`src/rtl/snake_pkg.sv`:
```
// Shared definitions for the snake game-flow controller: state codes and
// default grid / timing constants.
package snake_pkg;

  // Encoded values of the state output.
  localparam logic [1:0] ST_IDLE      = 2'd0;
  localparam logic [1:0] ST_RUNNING   = 2'd1;
  localparam logic [1:0] ST_PAUSED    = 2'd2;
  localparam logic [1:0] ST_GAME_OVER = 2'd3;

  typedef enum logic [1:0] {
    S_IDLE      = ST_IDLE,
    S_RUNNING   = ST_RUNNING,
    S_PAUSED    = ST_PAUSED,
    S_GAME_OVER = ST_GAME_OVER
  } state_e;

  // Default playfield and step timing for the 12 MHz board build.
  localparam int DEF_GRID_SIZE_X   = 10;
  localparam int DEF_GRID_SIZE_Y   = 10;
  localparam int DEF_TICK_TIME_CLK = 12000000;
  localparam int DEF_TICK_MIN_CLK  = 3000000;
  localparam int DEF_TICK_DEC_CLK  = 500000;
  localparam int DEF_SCORE_DIGITS  = 2;

endpackage

```
`src/rtl/bcd_counter.sv`:
```
// Multi-digit BCD up-counter with synchronous clear; holds at all 9s.
module bcd_counter #(
  parameter int DIGITS = 2
) (
  input  logic                clk,
  input  logic                rst,
  input  logic                clr_i,
  input  logic                inc_i,
  output logic [4*DIGITS-1:0] count_o
);

  localparam logic [4*DIGITS-1:0] ALL_NINES = {DIGITS{4'h9}};

  logic [4*DIGITS-1:0] count_q, count_d;
  logic                carry;

  // Next count: ripple a carry through the digits, stop at all 9s.
  always_comb begin
    // NOTE: every variable gets a default first so no path leaves it unassigned (no latch).
    count_d = count_q;
    carry   = 1'b1;
    if (clr_i) begin
      count_d = '0;
    end else if (inc_i && (count_q != ALL_NINES)) begin
      for (int i = 0; i < DIGITS; i++) begin
        if (carry) begin
          if (count_q[4*i +: 4] == 4'd9) begin
            count_d[4*i +: 4] = 4'd0;
          end else begin
            count_d[4*i +: 4] = count_q[4*i +: 4] + 4'd1;
            carry             = 1'b0;
          end
        end
      end
    end
  end

  // Count register with synchronous reset.
  always_ff @(posedge clk) begin
    // NOTE: state registers use non-blocking assignments so all flops update together.
    if (rst) count_q <= '0;
    else     count_q <= count_d;
  end

  assign count_o = count_q;

endmodule

```
`src/rtl/snake_game_ctrl.sv`:
```
// Game-flow controller: run/pause/game-over FSM, accelerating step pulse,
// BCD score with high score, and a free-running seed for apple placement.
module snake_game_ctrl
  import snake_pkg::*;
#(
  parameter int GRID_SIZE_X   = DEF_GRID_SIZE_X,
  parameter int GRID_SIZE_Y   = DEF_GRID_SIZE_Y,
  parameter int TICK_TIME_CLK = DEF_TICK_TIME_CLK,
  parameter int TICK_MIN_CLK  = DEF_TICK_MIN_CLK,
  parameter int TICK_DEC_CLK  = DEF_TICK_DEC_CLK,
  parameter int SCORE_DIGITS  = DEF_SCORE_DIGITS,
  parameter int CBITS         = $clog2(TICK_TIME_CLK + 1),
  parameter int SBITS         = $clog2(GRID_SIZE_X * GRID_SIZE_Y)
) (
  input  logic                      clk,
  input  logic                      rst,
  input  logic                      start,
  input  logic                      pause,
  input  logic                      key_pressed,
  input  logic                      apple_eaten,
  input  logic                      collision,
  output logic                      step,
  output logic [1:0]                state,
  output logic [4*SCORE_DIGITS-1:0] score,
  output logic [4*SCORE_DIGITS-1:0] hi_score,
  output logic [CBITS-1:0]          period,
  output logic [SBITS-1:0]          seed
);

  localparam int               CELLS     = GRID_SIZE_X * GRID_SIZE_Y;
  localparam logic [CBITS-1:0] PER_INIT  = CBITS'(TICK_TIME_CLK);
  localparam logic [CBITS-1:0] PER_MIN   = CBITS'(TICK_MIN_CLK);
  localparam logic [CBITS:0]   DEC_W     = (CBITS+1)'(TICK_DEC_CLK);
  localparam logic [CBITS:0]   MIN_W     = (CBITS+1)'(TICK_MIN_CLK);
  localparam logic [SBITS-1:0] RND_LAST  = SBITS'(CELLS - 1);

  state_e                    state_q, state_d;
  logic [CBITS-1:0]          cnt_q, cnt_d;
  logic [CBITS-1:0]          period_q, period_d;
  logic                      step_q, step_d;
  logic [4*SCORE_DIGITS-1:0] hi_q, hi_d;
  logic [SBITS-1:0]          rnd_q, seed_q;
  logic [4*SCORE_DIGITS-1:0] score_w;
  logic                      score_clr, score_inc;

  // Faster period after an apple; one extra bit catches the borrow.
  logic [CBITS:0]   per_sub;
  logic [CBITS-1:0] per_apple;
  logic             terminal;

  assign per_sub   = {1'b0, period_q} - DEC_W;
  assign per_apple = (per_sub[CBITS] || (per_sub < MIN_W)) ? PER_MIN : per_sub[CBITS-1:0];
  // ">=" so a period shortened below the running count ends the step on the next edge.
  assign terminal  = (cnt_q >= (period_q - CBITS'(1)));

  bcd_counter #(
    .DIGITS (SCORE_DIGITS)
  ) u_score (
    .clk     (clk),
    .rst     (rst),
    .clr_i   (score_clr),
    .inc_i   (score_inc),
    .count_o (score_w)
  );

  // Next-state, tick counter, period and score control; start outranks everything.
  always_comb begin
    state_d   = state_q;
    cnt_d     = cnt_q;
    period_d  = period_q;
    step_d    = 1'b0;
    hi_d      = hi_q;
    score_clr = 1'b0;
    score_inc = 1'b0;
    if (start) begin
      state_d   = S_RUNNING;
      cnt_d     = '0;
      period_d  = PER_INIT;
      score_clr = 1'b1;
    end else begin
      unique case (state_q)
        S_RUNNING: begin
          if (collision) begin
            state_d = S_GAME_OVER;
            if (score_w > hi_q) hi_d = score_w;
          end else if (pause) begin
            state_d = S_PAUSED;
          end else begin
            if (terminal) begin
              cnt_d  = '0;
              step_d = 1'b1;
            end else begin
              cnt_d = cnt_q + CBITS'(1);
            end
            if (apple_eaten) begin
              score_inc = 1'b1;
              period_d  = per_apple;
            end
          end
        end
        S_PAUSED: begin
          if (pause) state_d = S_RUNNING;
        end
        default: ;
      endcase
    end
  end

  // Game-flow registers with synchronous reset.
  always_ff @(posedge clk) begin
    if (rst) begin
      state_q  <= S_IDLE;
      cnt_q    <= '0;
      period_q <= PER_INIT;
      step_q   <= 1'b0;
      hi_q     <= '0;
    end else begin
      state_q  <= state_d;
      cnt_q    <= cnt_d;
      period_q <= period_d;
      step_q   <= step_d;
      hi_q     <= hi_d;
    end
  end

  // Free-running cell index, sampled into the seed on any keypress.
  always_ff @(posedge clk) begin
    if (rst) begin
      rnd_q  <= '0;
      seed_q <= '0;
    end else begin
      rnd_q <= (rnd_q == RND_LAST) ? '0 : rnd_q + SBITS'(1);
      if (key_pressed) seed_q <= rnd_q;
    end
  end

  assign step     = step_q;
  assign state    = state_q;
  assign score    = score_w;
  assign hi_score = hi_q;
  assign period   = period_q;
  assign seed     = seed_q;

endmodule

```
`config.mk`:
```
export PLATFORM = sky130hd
export DESIGN_NAME = snake_game_ctrl
export DESIGN_NICKNAME = d
export VERILOG_FILES = /design/src/rtl/snake_pkg.sv /design/src/rtl/bcd_counter.sv /design/src/rtl/snake_game_ctrl.sv
export SDC_FILE = /design/constraint.sdc
export NUM_CORES = 1
export LEC_CHECK = 0
export CORE_ASPECT_RATIO = 0.6
export CORE_MARGIN = 2
export CORE_UTILIZATION = 36
export CTS_BUF_LIST = sky130_fd_sc_hd__clkbuf_8
export DETAILED_ROUTE_END_ITERATION = 8
export GPL_TIMING_DRIVEN = 0
export SLEW_MARGIN = 20
export SYNTH_ARGS = -nofsm -noshare
export SYNTH_HDL_FRONTEND = slang
export SYNTH_SLANG_ARGS = --single-unit
```
`constraint.sdc`:
```
create_clock -name clk -period 5.2 [get_ports clk]
set_input_delay 1.04 -clock clk [delete_from_list [all_inputs] [get_ports clk]]
set_output_delay 1.04 -clock clk [all_outputs]
set_load 0.01 [all_outputs]
```
==> results.toml, run 1 <==
[sta]
post-route-period-util_pct = 87.3
maximum_achievable_frequency_mhz = 220
setup_viol = 0
hold_vio_cnt_final = 0
grt_setup_unrepaired = "false"
finalCriticalPeriod_ns = 4.54
max_slew_margin_pct = 30.0
finalClockSkew_ns = 0.0150
final.setup.tns_ns = 0
finalWorstSetupSlack_ns = 0.659
tightest_slew_ns = 1.04
report.final.slew_viol_count = 0

[pwr]
combPwrFrac_pct = 5.7
power.net_switching_w = 0.000292
power_density_nw_per_um2 = 189
power_frac_clock_pct = 39.8
largest_vdd_supply_drop_v = 0.000109
leakage_power_summed_over_all_cells_nw = 2.17
p_int_w = 0.000789
power.switching_fraction_pct = 27.0
p_seq_share_pct = 54.6

[finish]
area_growth_pct = 19.5
fill_cells = 1264
final_nets = 691
multiInputGateArea_sq_um = 3000
antennaDiodeCount = 0
regArea_sq_um = 1520
layout-drive-gt1-share_pct = 6.85
stdcell_area_sq_um = 5710

[die]
initial_util_pct = 37.1
rows = 32
io_pins = 57
die_height_um = 93.2
fp.dieW_um = 153
core_sq_um = 12900
die-area_sq_um = 14200

[critical_path]
crit_chain = "clkbuf_1, inv_1, ha_1, nand2b_1, clkbuf_1, nor4_1, xnor2_1, ha_1, a21o_1, a21o_1, a21oi_1, a21oi_1, and2_0, a221oi_1, o21ai_0, clkbuf_1, nor2_1"
max_stage_delay_ns = 0.46
crit-reg2reg-launch = "period[5]$_SDFFE_PP0P_"
worst_setup_path_end_kind = "flop"
worstSetupStartpointType = "flop"
reg2reg_depth = 17
most_repeated_library_cell_on_the_critical_path = "sky130_fd_sc_hd__clkbuf_1"
path_delay_family = "compound AO/OA/AOI/OAI gates"
worst-path-buf-inv = 4
crit_path_start = "period[5]$_SDFFE_PP0P_"
worstPathArrival_ns = 4.83
worst-endpoint-required_ns = 5.49
timing.critical_path.depth = 17
setup.worst_path.class = "flop to flop"
critical_path_peak_fanout = 10
slowest_stage = "sky130_fd_sc_hd__a221oi_1"

[global_routing]
maximum_number_of_pins_on_one_net_before_global_route_repair = 16
track_usage_pct = 18.2
globalRoute.totalOverflow = 0
antenna_found_initial = 0
vias_in_the_first_global_route = 3970
grt_pass1_wl_mm = 20.7

[clock_tree]
cts-root-buf = "sky130_fd_sc_hd__clkbuf_8"
insertion_delay_of_the_later_clocked_pin_in_the_worst_skew_pair_ns = 0.37
worst_setup_hold_path_clk_slew_ns = 0.09
cts-htree-levels = 3
cts_repair_resize_count = 0
clock-sinks = 76
tritoncts.num_buffers = 9
cts_setup_buffers = 0
cts.path.max_buffers = 2
cts_tree = "done"
postCtsHoldBufs = 0

[placed_design]
detailed_place_hpwl_mm = 9.84
place_congestion = 0.930
detailedPlace.worstSlack_ns = 0.599
portBuffers = 50
placed_area_sq_um = 5520

[route]
via_count = 4426
postRouteWirelength_mm = 12.7
firstDrtPassIters = 5
dr.first_iter.drc_count = 336
vias_per_cell = 5.35
antenna_violating_nets_post_route = 0
routed_wire_length_per_instance_um = 15.3
detail_route.drc_violations = 0

[yosys]
synth.yosys.warnings = 0
yosys_register_bits = 76
synth_enable_flop_cells = 0
yosys_most_used_dff = "sky130_fd_sc_hd__dfxtp_1"
number_of_instances_in_the_synthesized_netlist = 586
syn_area_per_cell_sq_um = 8.15
ys_async_sr_fraction_pct = 0
ys_seq_area_share_pct = 31.8
post_synth_design_cell_area_sq_um = 4780
ys_types = 63

[worst_hold_path]
min_from = "rnd_q[0]$_SDFF_PP0_"
hp-class = "flop to flop"
min_delay_path_depth = 1

[flow_run]
maxCapViolCount = 0

[status]
status = "complete, no violations"
flip-flops by register name, summed over array words and instances, names as in the netlist:
register / cells
cnt_q: 24
hi_score: 8
period: 19
rnd_q: 7
seed: 7
state: 2
step: 1
u_score.count_o: 8
layer usage:
| metal | global-route usage (%) | routed length [um] | up-vias |
|---|---|---|---|
| met5 | 0 | 0 | - |
| met4 | 4.86 | 175 | 0 |
| met3 | 3.94 | 799 | 19 |
| met2 | 25.6 | 5020 | 143 |
| met1 | 27.5 | 6670 | 2092 |
| li1 | - | - | 2172 |
area by class of cell:
| type | instances | area share, % |
|---|---|---|
| Tap cell | 170 | 3.73 |
| Clock inverter | 7 | 1.01 |
| Multi-Input combinational cell | 453 | 52.6 |
| Timing Repair Buffer | 51 | 8.90 |
| Clock buffer | 9 | 2.17 |
| Inverter | 21 | 1.38 |
| Buffer | 40 | 3.59 |
| Sequential cell | 76 | 26.6 |
cell families after synthesis:
family	after synthesis	share of synthesized area [%]
AND/OR/NAND/NOR	245	25.2
AO/OA/AOI/OAI	98	14.6
multiplexers	19	4.01
adder cells (fa/ha/maj)	32	8.38
flip-flops	76	31.8
other	1	0.0785
XOR/XNOR	54	9.90
buffers and inverters	61	5.94
stage by stage:
stage          instances  hold slack, ns  util (%)  power [W]
2_1_floorplan        590           0.430         -   0.000641
3_3_place_gp         810           0.451      42.7   0.000663
3_5_place_dp         811           0.463      42.8   0.000664
4_1_cts              827           0.485      44.2    0.00109
5_1_grt              827           0.525      44.3    0.00113
6_report             827           0.475      44.3    0.00108
power groups by stage:
stage               clock network, W  logic [W]  registers, W
floorplan                          0  0.0000365      0.000604
global placement                   0  0.0000596      0.000603
detailed placement                 0  0.0000606      0.000604
CTS                         0.000444  0.0000608      0.000590
global route                0.000474  0.0000675      0.000591
finish                      0.000430  0.0000612      0.000590
cells in the mapped netlist, types with 6 or more instances:
cell type | n | area, sq um
sky130_fd_sc_hd__o21ai_0 | 12 | 60.1
sky130_fd_sc_hd__xnor2_1 | 23 | 201
sky130_fd_sc_hd__inv_1 | 21 | 78.8
sky130_fd_sc_hd__nand2b_1 | 8 | 50.1
sky130_fd_sc_hd__nand4_1 | 14 | 87.6
sky130_fd_sc_hd__a21oi_1 | 24 | 120
sky130_fd_sc_hd__nor4_1 | 7 | 43.8
sky130_fd_sc_hd__and3_1 | 11 | 68.8
sky130_fd_sc_hd__nor3_1 | 10 | 50.1
sky130_fd_sc_hd__nor2_1 | 86 | 323
sky130_fd_sc_hd__a21o_1 | 9 | 67.6
sky130_fd_sc_hd__nand3_1 | 31 | 155
sky130_fd_sc_hd__xor2_1 | 31 | 272
sky130_fd_sc_hd__mux2i_1 | 18 | 180
sky130_fd_sc_hd__nand2_1 | 44 | 165
sky130_fd_sc_hd__a31oi_1 | 7 | 43.8
sky130_fd_sc_hd__ha_1 | 32 | 400
sky130_fd_sc_hd__clkbuf_1 | 27 | 101
sky130_fd_sc_hd__nor2b_1 | 7 | 43.8
sky130_fd_sc_hd__buf_4 | 6 | 45.0
sky130_fd_sc_hd__dfxtp_1 | 76 | 1520
placed cells by master, fill, tap and decap left out, types with 10 or more instances in the layout:
cell and count:
sky130_fd_sc_hd__a21oi_1 24, sky130_fd_sc_hd__and3_1 11, sky130_fd_sc_hd__nor3_1 10, sky130_fd_sc_hd__xnor2_1 23
sky130_fd_sc_hd__inv_1 21, sky130_fd_sc_hd__mux2i_1 18, sky130_fd_sc_hd__ha_1 32, sky130_fd_sc_hd__clkdlybuf4s50_1 50
sky130_fd_sc_hd__clkbuf_1 27, sky130_fd_sc_hd__nand4_1 14, sky130_fd_sc_hd__xor2_1 31, sky130_fd_sc_hd__dfxtp_1 76
sky130_fd_sc_hd__nor2_1 86, sky130_fd_sc_hd__o21ai_0 12, sky130_fd_sc_hd__nand2_1 44, sky130_fd_sc_hd__nand3_1 31
worst paths after layout:
check | to | slack [ns]
setup / recovery | cnt_q[13]$_SDFFE_PP0P_ | 0.66
hold reg to reg | rnd_q[0]$_SDFF_PP0_ | 0.47
hold / removal | rnd_q[0]$_SDFF_PP0_ | 0.47
setup reg to reg | cnt_q[13]$_SDFFE_PP0P_ | 0.66
Note: power is estimated with default switching activity, not from simulation.
==> inputs of run 2 (changes only) <==
==> constraint.sdc (replaced) <==
create_clock -name clk -period 4.4 [get_ports clk]
set_input_delay 0.88 -clock clk [delete_from_list [all_inputs] [get_ports clk]]
set_output_delay 0.88 -clock clk [all_outputs]
set_load 0.01 [all_outputs]
==> results.toml, run 2 (same netlist as run 1, synthesis figures left out) <==
[status]
status = "complete, no violations"

[finish]
largest_register_ffs = 24
antennaDiodeCount = 0
layout-drive-gt1-share_pct = 7.76
mostFrequentLayoutCell = "sky130_fd_sc_hd__nor2_1"
commonest_cells_after_routing_fill_and_taps_aside = "86 x sky130_fd_sc_hd__nor2_1, 76 x sky130_fd_sc_hd__dfxtp_1, 50 x sky130_fd_sc_hd__clkdlybuf4s50_1"
stdcell_area_sq_um = 5730
final_nets = 691
final_cell_count_no_fill = 827
final_core_utilization_pct = 44.5
area_growth_pct = 20.0
registers.top_by_ff_count = "cnt_q"

[pwr]
combPwrFrac_pct = 5.7
power_density_nw_per_um2 = 223
power.net_switching_w = 0.000344
p_int_w = 0.000933
largest_vdd_supply_drop_v = 0.000128
total_power_w = 0.00128
power_frac_clock_pct = 39.7
leakage_power_summed_over_all_cells_nw = 2.18
power.switching_fraction_pct = 26.9
p_seq_share_pct = 54.6

[die]
die-area_sq_um = 14200
rows = 32
core_sq_um = 12900
initial_util_pct = 37.1
io_pins = 57
fp.dieW_um = 153
die_height_um = 93.2

[route]
detail_route.drc_violations = 0
antenna_violating_nets_post_route = 0
routed_wire_length_per_instance_um = 15.4
dr.first_iter.drc_count = 399
via_count = 4435
firstDrtPassIters = 5
vias_per_cell = 5.36
postRouteWirelength_mm = 12.7

[global_routing]
globalRoute.totalOverflow = 0
vias_in_the_first_global_route = 3970
antenna_found_initial = 0
track_usage_pct = 18.2
maximum_number_of_pins_on_one_net_before_global_route_repair = 16
grt_pass1_wl_mm = 20.7

[critical_path]
worstSetupStartpointType = "flop"
worstPathArrival_ns = 4.44
max_stage_delay_ns = 0.48
crit_chain = "buf_6, or4_4, buf_6, or4_1, nor4_2, xnor2_1, ha_1, a21o_1, a21o_1, a21oi_1, a21oi_1, and2_0, a221oi_2, o21ai_1, buf_2, nor2_1"
worst_setup_path_end_kind = "flop"
slowest_stage = "sky130_fd_sc_hd__or4_4"
critical_path_peak_fanout = 10
setup.worst_path.class = "flop to flop"
worst-endpoint-required_ns = 4.69

[placed_design]
placed_area_sq_um = 5520
portBuffers = 50
detailed_place_hpwl_mm = 9.84
dp_cells = 811
place_congestion = 0.930

[sta]
setup_viol = 0
finalCriticalPeriod_ns = 4.15
post-route-period-util_pct = 94.3
max_slew_margin_pct = 27.7
tightest_slew_ns = 1.07
maximum_achievable_frequency_mhz = 241
hold_vio_cnt_final = 0
finalClockSkew_ns = 0.0136
report.final.slew_viol_count = 0

[worst_hold_path]
hp-class = "flop to flop"

[clock_tree]
cts-root-buf = "sky130_fd_sc_hd__clkbuf_8"
cts_setup_buffers = 0
cts_tree = "done"
cts.path.max_buffers = 2
tritoncts.num_buffers = 9
cts-htree-levels = 3
worst_setup_hold_path_clk_slew_ns = 0.09
clock-sinks = 76
insertion_delay_of_the_later_clocked_pin_in_the_worst_skew_pair_ns = 0.36

[flow_run]
maxCapViolCount = 0
-- run 2: timing repair --
action	CTS	global route
hold buffers	0	0
gates resized for setup	3	8
pin swaps	0	1
setup endpoints to repair	20	24
-- run 2: worst max-delay path, delay by kind of cell, from the launching register on --
kind                     cells  cell delay, ns
buffers and inverters        3            0.53
AO/OA/AOI/OAI                6            1.20
flip-flops                   1            0.33
XOR/XNOR                     1            0.16
AND/OR/NAND/NOR              5            1.57
adder cells (fa/ha/maj)      1            0.26
-- run 2: final cells by class --
type | count | area (sq um)
Tap cell | 170 | 213
Clock buffer | 9 | 124
Sequential cell | 76 | 1520
Clock inverter | 7 | 57.6
Multi-Input combinational cell | 453 | 3020
Inverter | 21 | 78.8
Fill cell | 1266 | 7160
Buffer | 40 | 209
Timing Repair Buffer | 51 | 508
-- run 2: metrics by stage --
stage / hold slack, ns / worst slack, ns / setup TNS, ns
global route: 0.525 / -0.0350 / -0.168
floorplan: 0.430 / 0.583 / 0
finish: 0.475 / 0.249 / 0
detailed placement: 0.463 / -0.201 / -3.33
global placement: 0.451 / 0.0290 / 0
CTS: 0.485 / 0.00981 / 0
-- run 2: worst paths after layout --
path	start	endpoint	slack, ns	cells past startpoint
setup reg to reg	period[11]$_SDFFE_PP1P_	cnt_q[13]$_SDFFE_PP0P_	0.25	16
hold / removal	rnd_q[0]$_SDFF_PP0_	rnd_q[0]$_SDFF_PP0_	0.47	1
hold reg to reg	rnd_q[0]$_SDFF_PP0_	rnd_q[0]$_SDFF_PP0_	0.47	1
setup / recovery	period[11]$_SDFFE_PP1P_	cnt_q[13]$_SDFFE_PP0P_	0.25	16
-- run 2: layer usage --
metal	vias up	global-route usage [%]	wire length, um
met5	-	0	0
met4	0	4.94	162
met3	18	4.08	941
met2	145	25.6	5090
met1	2103	27.4	6550
li1	2169	-	-
-- run 2: power by group through the flow --
stage	logic (W)	clock network, W	registers, W
after floorplan	0.0000431	0	0.000714
after global placement	0.0000705	0	0.000713
after detailed placement	0.0000716	0	0.000713
after CTS	0.0000722	0.000525	0.000697
after global routing	0.0000801	0.000560	0.000698
final	0.0000725	0.000508	0.000697
==> inputs of run 3 (changes only) <==
--- a/config.mk
+++ b/config.mk
@@ -11,6 +11,8 @@
 export CTS_BUF_LIST = sky130_fd_sc_hd__clkbuf_8
 export DETAILED_ROUTE_END_ITERATION = 8
 export GPL_TIMING_DRIVEN = 0
+export REMOVE_ABC_BUFFERS = 1
+export SKIP_CTS_REPAIR_TIMING = 1
 export SLEW_MARGIN = 20
 export SYNTH_ARGS = -nofsm -noshare
 export SYNTH_HDL_FRONTEND = slang
==> results.toml, run 3 (same netlist as run 1, synthesis figures left out) <==
[status]
status = "complete, no violations"

[worst_hold_path]
hp-class = "flop to flop"
min_from = "rnd_q[0]$_SDFF_PP0_"
min_delay_worst_endpoint = "rnd_q[0]$_SDFF_PP0_"
min_delay_path_depth = 1

[pwr]
leakage_power_summed_over_all_cells_nw = 2.13
combPwrFrac_pct = 4.6
total_power_w = 0.00137
power.net_switching_w = 0.000313
power_density_nw_per_um2 = 242
p_int_w = 0.00105
power_frac_clock_pct = 44.1
p_seq_share_pct = 51.3
power.switching_fraction_pct = 23.0
largest_vdd_supply_drop_v = 0.000106

[global_routing]
globalRoute.totalOverflow = 0
track_usage_pct = 17.1
antenna_found_initial = 0
maximum_number_of_pins_on_one_net_before_global_route_repair = 22
grt_pass1_wl_mm = 19.8
vias_in_the_first_global_route = 3862

[sta]
tightest_slew_ns = 1.04
maximum_achievable_frequency_mhz = 247
setup_viol = 0
grt_setup_unrepaired = "false"
finalCriticalPeriod_ns = 4.05
post-route-period-util_pct = 92.1
finalClockSkew_ns = 0.0107
max_slew_margin_pct = 30.6
report.final.slew_viol_count = 0
hold_vio_cnt_final = 0

[clock_tree]
insertion_delay_of_the_later_clocked_pin_in_the_worst_skew_pair_ns = 0.36
cts.path.max_buffers = 2
worst_setup_hold_path_clk_slew_ns = 0.08
tritoncts.num_buffers = 9
cts_tree = "done"
cts-htree-levels = 3
clock-sinks = 76
cts-root-buf = "sky130_fd_sc_hd__clkbuf_8"

[finish]
mostFrequentLayoutCell = "sky130_fd_sc_hd__nor2_1"
final_nets = 653
multiInputGateArea_sq_um = 3060
regArea_sq_um = 1520
antennaDiodeCount = 0
registers.top_by_ff_count = "cnt_q"
stdcell_area_sq_um = 5630
fill_cells = 1291
layout-drive-gt1-share_pct = 6.62
largest_register_ffs = 24
commonest_cells_after_routing_fill_and_taps_aside = "85 x sky130_fd_sc_hd__nor2_1, 74 x sky130_fd_sc_hd__dfxtp_1, 51 x sky130_fd_sc_hd__clkdlybuf4s50_1"
area_growth_pct = 17.8

[route]
antenna_violating_nets_post_route = 0
firstDrtPassIters = 5
routed_wire_length_per_instance_um = 15.2
vias_per_cell = 5.37
via_count = 4236
postRouteWirelength_mm = 12.0
detail_route.drc_violations = 0
dr.first_iter.drc_count = 326

[critical_path]
worstPathArrival_ns = 4.34
worstSetupStartpointType = "flop"
crit-reg2reg-launch = "period[9]$_SDFFE_PP1P_"
worst-endpoint-required_ns = 4.69
setup.worst_path.class = "flop to flop"
reg2reg_depth = 14
setup.reg_to_reg.worst_slack_ns = 0.35
rr_endpoint = "cnt_q[19]$_SDFFE_PP0P_"
worst_setup_path_end_kind = "flop"
critical_path_peak_fanout = 19

[die]
core_sq_um = 12900
fp.dieW_um = 153
initial_util_pct = 37.1
rows = 32
io_pins = 57
die-area_sq_um = 14200
die_height_um = 93.2

[flow_run]
maxCapViolCount = 0

[placed_design]
portBuffers = 51
place_congestion = 0.835
placed_area_sq_um = 5350
detailed_place_hpwl_mm = 8.82
run 3: changes by cell type in the layout (fill, tap and decap cells not counted), moves of 2 or more:
cell and delta:
sky130_fd_sc_hd__bufinv_16 +2, sky130_fd_sc_hd__dfxtp_1 -2, sky130_fd_sc_hd__buf_2 -4, sky130_fd_sc_hd__inv_6 -2
sky130_fd_sc_hd__clkbuf_1 -24, sky130_fd_sc_hd__buf_4 -6, sky130_fd_sc_hd__buf_6 -3, sky130_fd_sc_hd__dfxtp_2 +2
run 3: how the worst max path moves through the flow:
stage / from / endpoint / slack (ns) / cells after the start
3_5_place_dp: period[9]$_SDFFE_PP1P_ / cnt_q[15]$_SDFFE_PP0P_ / -0.04 / 14
6_report: period[9]$_SDFFE_PP1P_ / cnt_q[19]$_SDFFE_PP0P_ / 0.35 / 14
4_1_cts: period[9]$_SDFFE_PP1P_ / cnt_q[15]$_SDFFE_PP0P_ / -0.09 / 14
5_1_grt: period[9]$_SDFFE_PP1P_ / cnt_q[18]$_SDFFE_PP0P_ / 0.07 / 14
3_3_place_gp: period[9]$_SDFFE_PP1P_ / cnt_q[15]$_SDFFE_PP0P_ / -1.14 / 13
2_1_floorplan: period[9]$_SDFFE_PP1P_ / cnt_q[10]$_SDFFE_PP0P_ / -0.06 / 13
run 3: cell type report:
| type | count | area share [%] |
|---|---|---|
| clock buffers | 10 | 2.44 |
| clock inverters | 6 | 1.58 |
| inverters | 21 | 1.40 |
| multi-input cells | 453 | 54.3 |
| flip-flops and latches | 76 | 27.1 |
| well taps | 170 | 3.78 |
| repair buffers | 53 | 9.40 |
run 3: through the flow:
step / worst slack [ns] / TNS [ns] / cells / utilization (%) / hold WS (ns)
floorplan: -0.0627 / -1.33 / 550 / - / 0.430
global placement: -1.14 / -24.98 / 771 / 41.2 / 0.446
detailed placement: -0.0405 / -0.431 / 773 / 41.5 / 0.463
CTS: -0.0916 / -1.40 / 789 / 43.3 / 0.482
global route: 0.0691 / 0 / 789 / 43.7 / 0.533
finish: 0.347 / 0 / 789 / 43.7 / 0.473
run 3: power by group through the flow:
stage / Clock, W / Combinational (W) / Sequential [W]
6_report: 0.000602 / 0.0000625 / 0.000700
5_1_grt: 0.000647 / 0.0000686 / 0.000702
4_1_cts: 0.000623 / 0.0000627 / 0.000700
3_5_place_dp: 0 / 0.0000622 / 0.000717
3_3_place_gp: 0 / 0.0000594 / 0.000716
2_1_floorplan: 0 / 0.0000315 / 0.000716
run 3: routing by layer:
metal | global-route usage (%) | wire [um] | part of all wire, % | up-vias
li1 | - | - | - | 2088
met5 | 0 | 0 | 0 | -
met4 | 3.47 | 78 | 0.65 | 0
met3 | 3.38 | 834 | 6.9 | 10
met1 | 26.8 | 6280 | 52 | 2001
met2 | 23.9 | 4830 | 40 | 137
run 3: worst max-delay path, stage by stage (launching register included):
cell and delay [ns]:
sky130_fd_sc_hd__dfxtp_2 0.40, sky130_fd_sc_hd__or4_4 0.62, sky130_fd_sc_hd__or4_4 0.48, sky130_fd_sc_hd__nand2b_1 0.22
sky130_fd_sc_hd__nor3_1 0.24, sky130_fd_sc_hd__xnor2_1 0.16, sky130_fd_sc_hd__ha_1 0.26, sky130_fd_sc_hd__a21o_1 0.16
sky130_fd_sc_hd__a21oi_1 0.22, sky130_fd_sc_hd__a21oi_1 0.16, sky130_fd_sc_hd__and2_0 0.22, sky130_fd_sc_hd__a221oi_4 0.37
sky130_fd_sc_hd__o21ai_2 0.14, sky130_fd_sc_hd__buf_6 0.22, sky130_fd_sc_hd__nor2_1 0.11
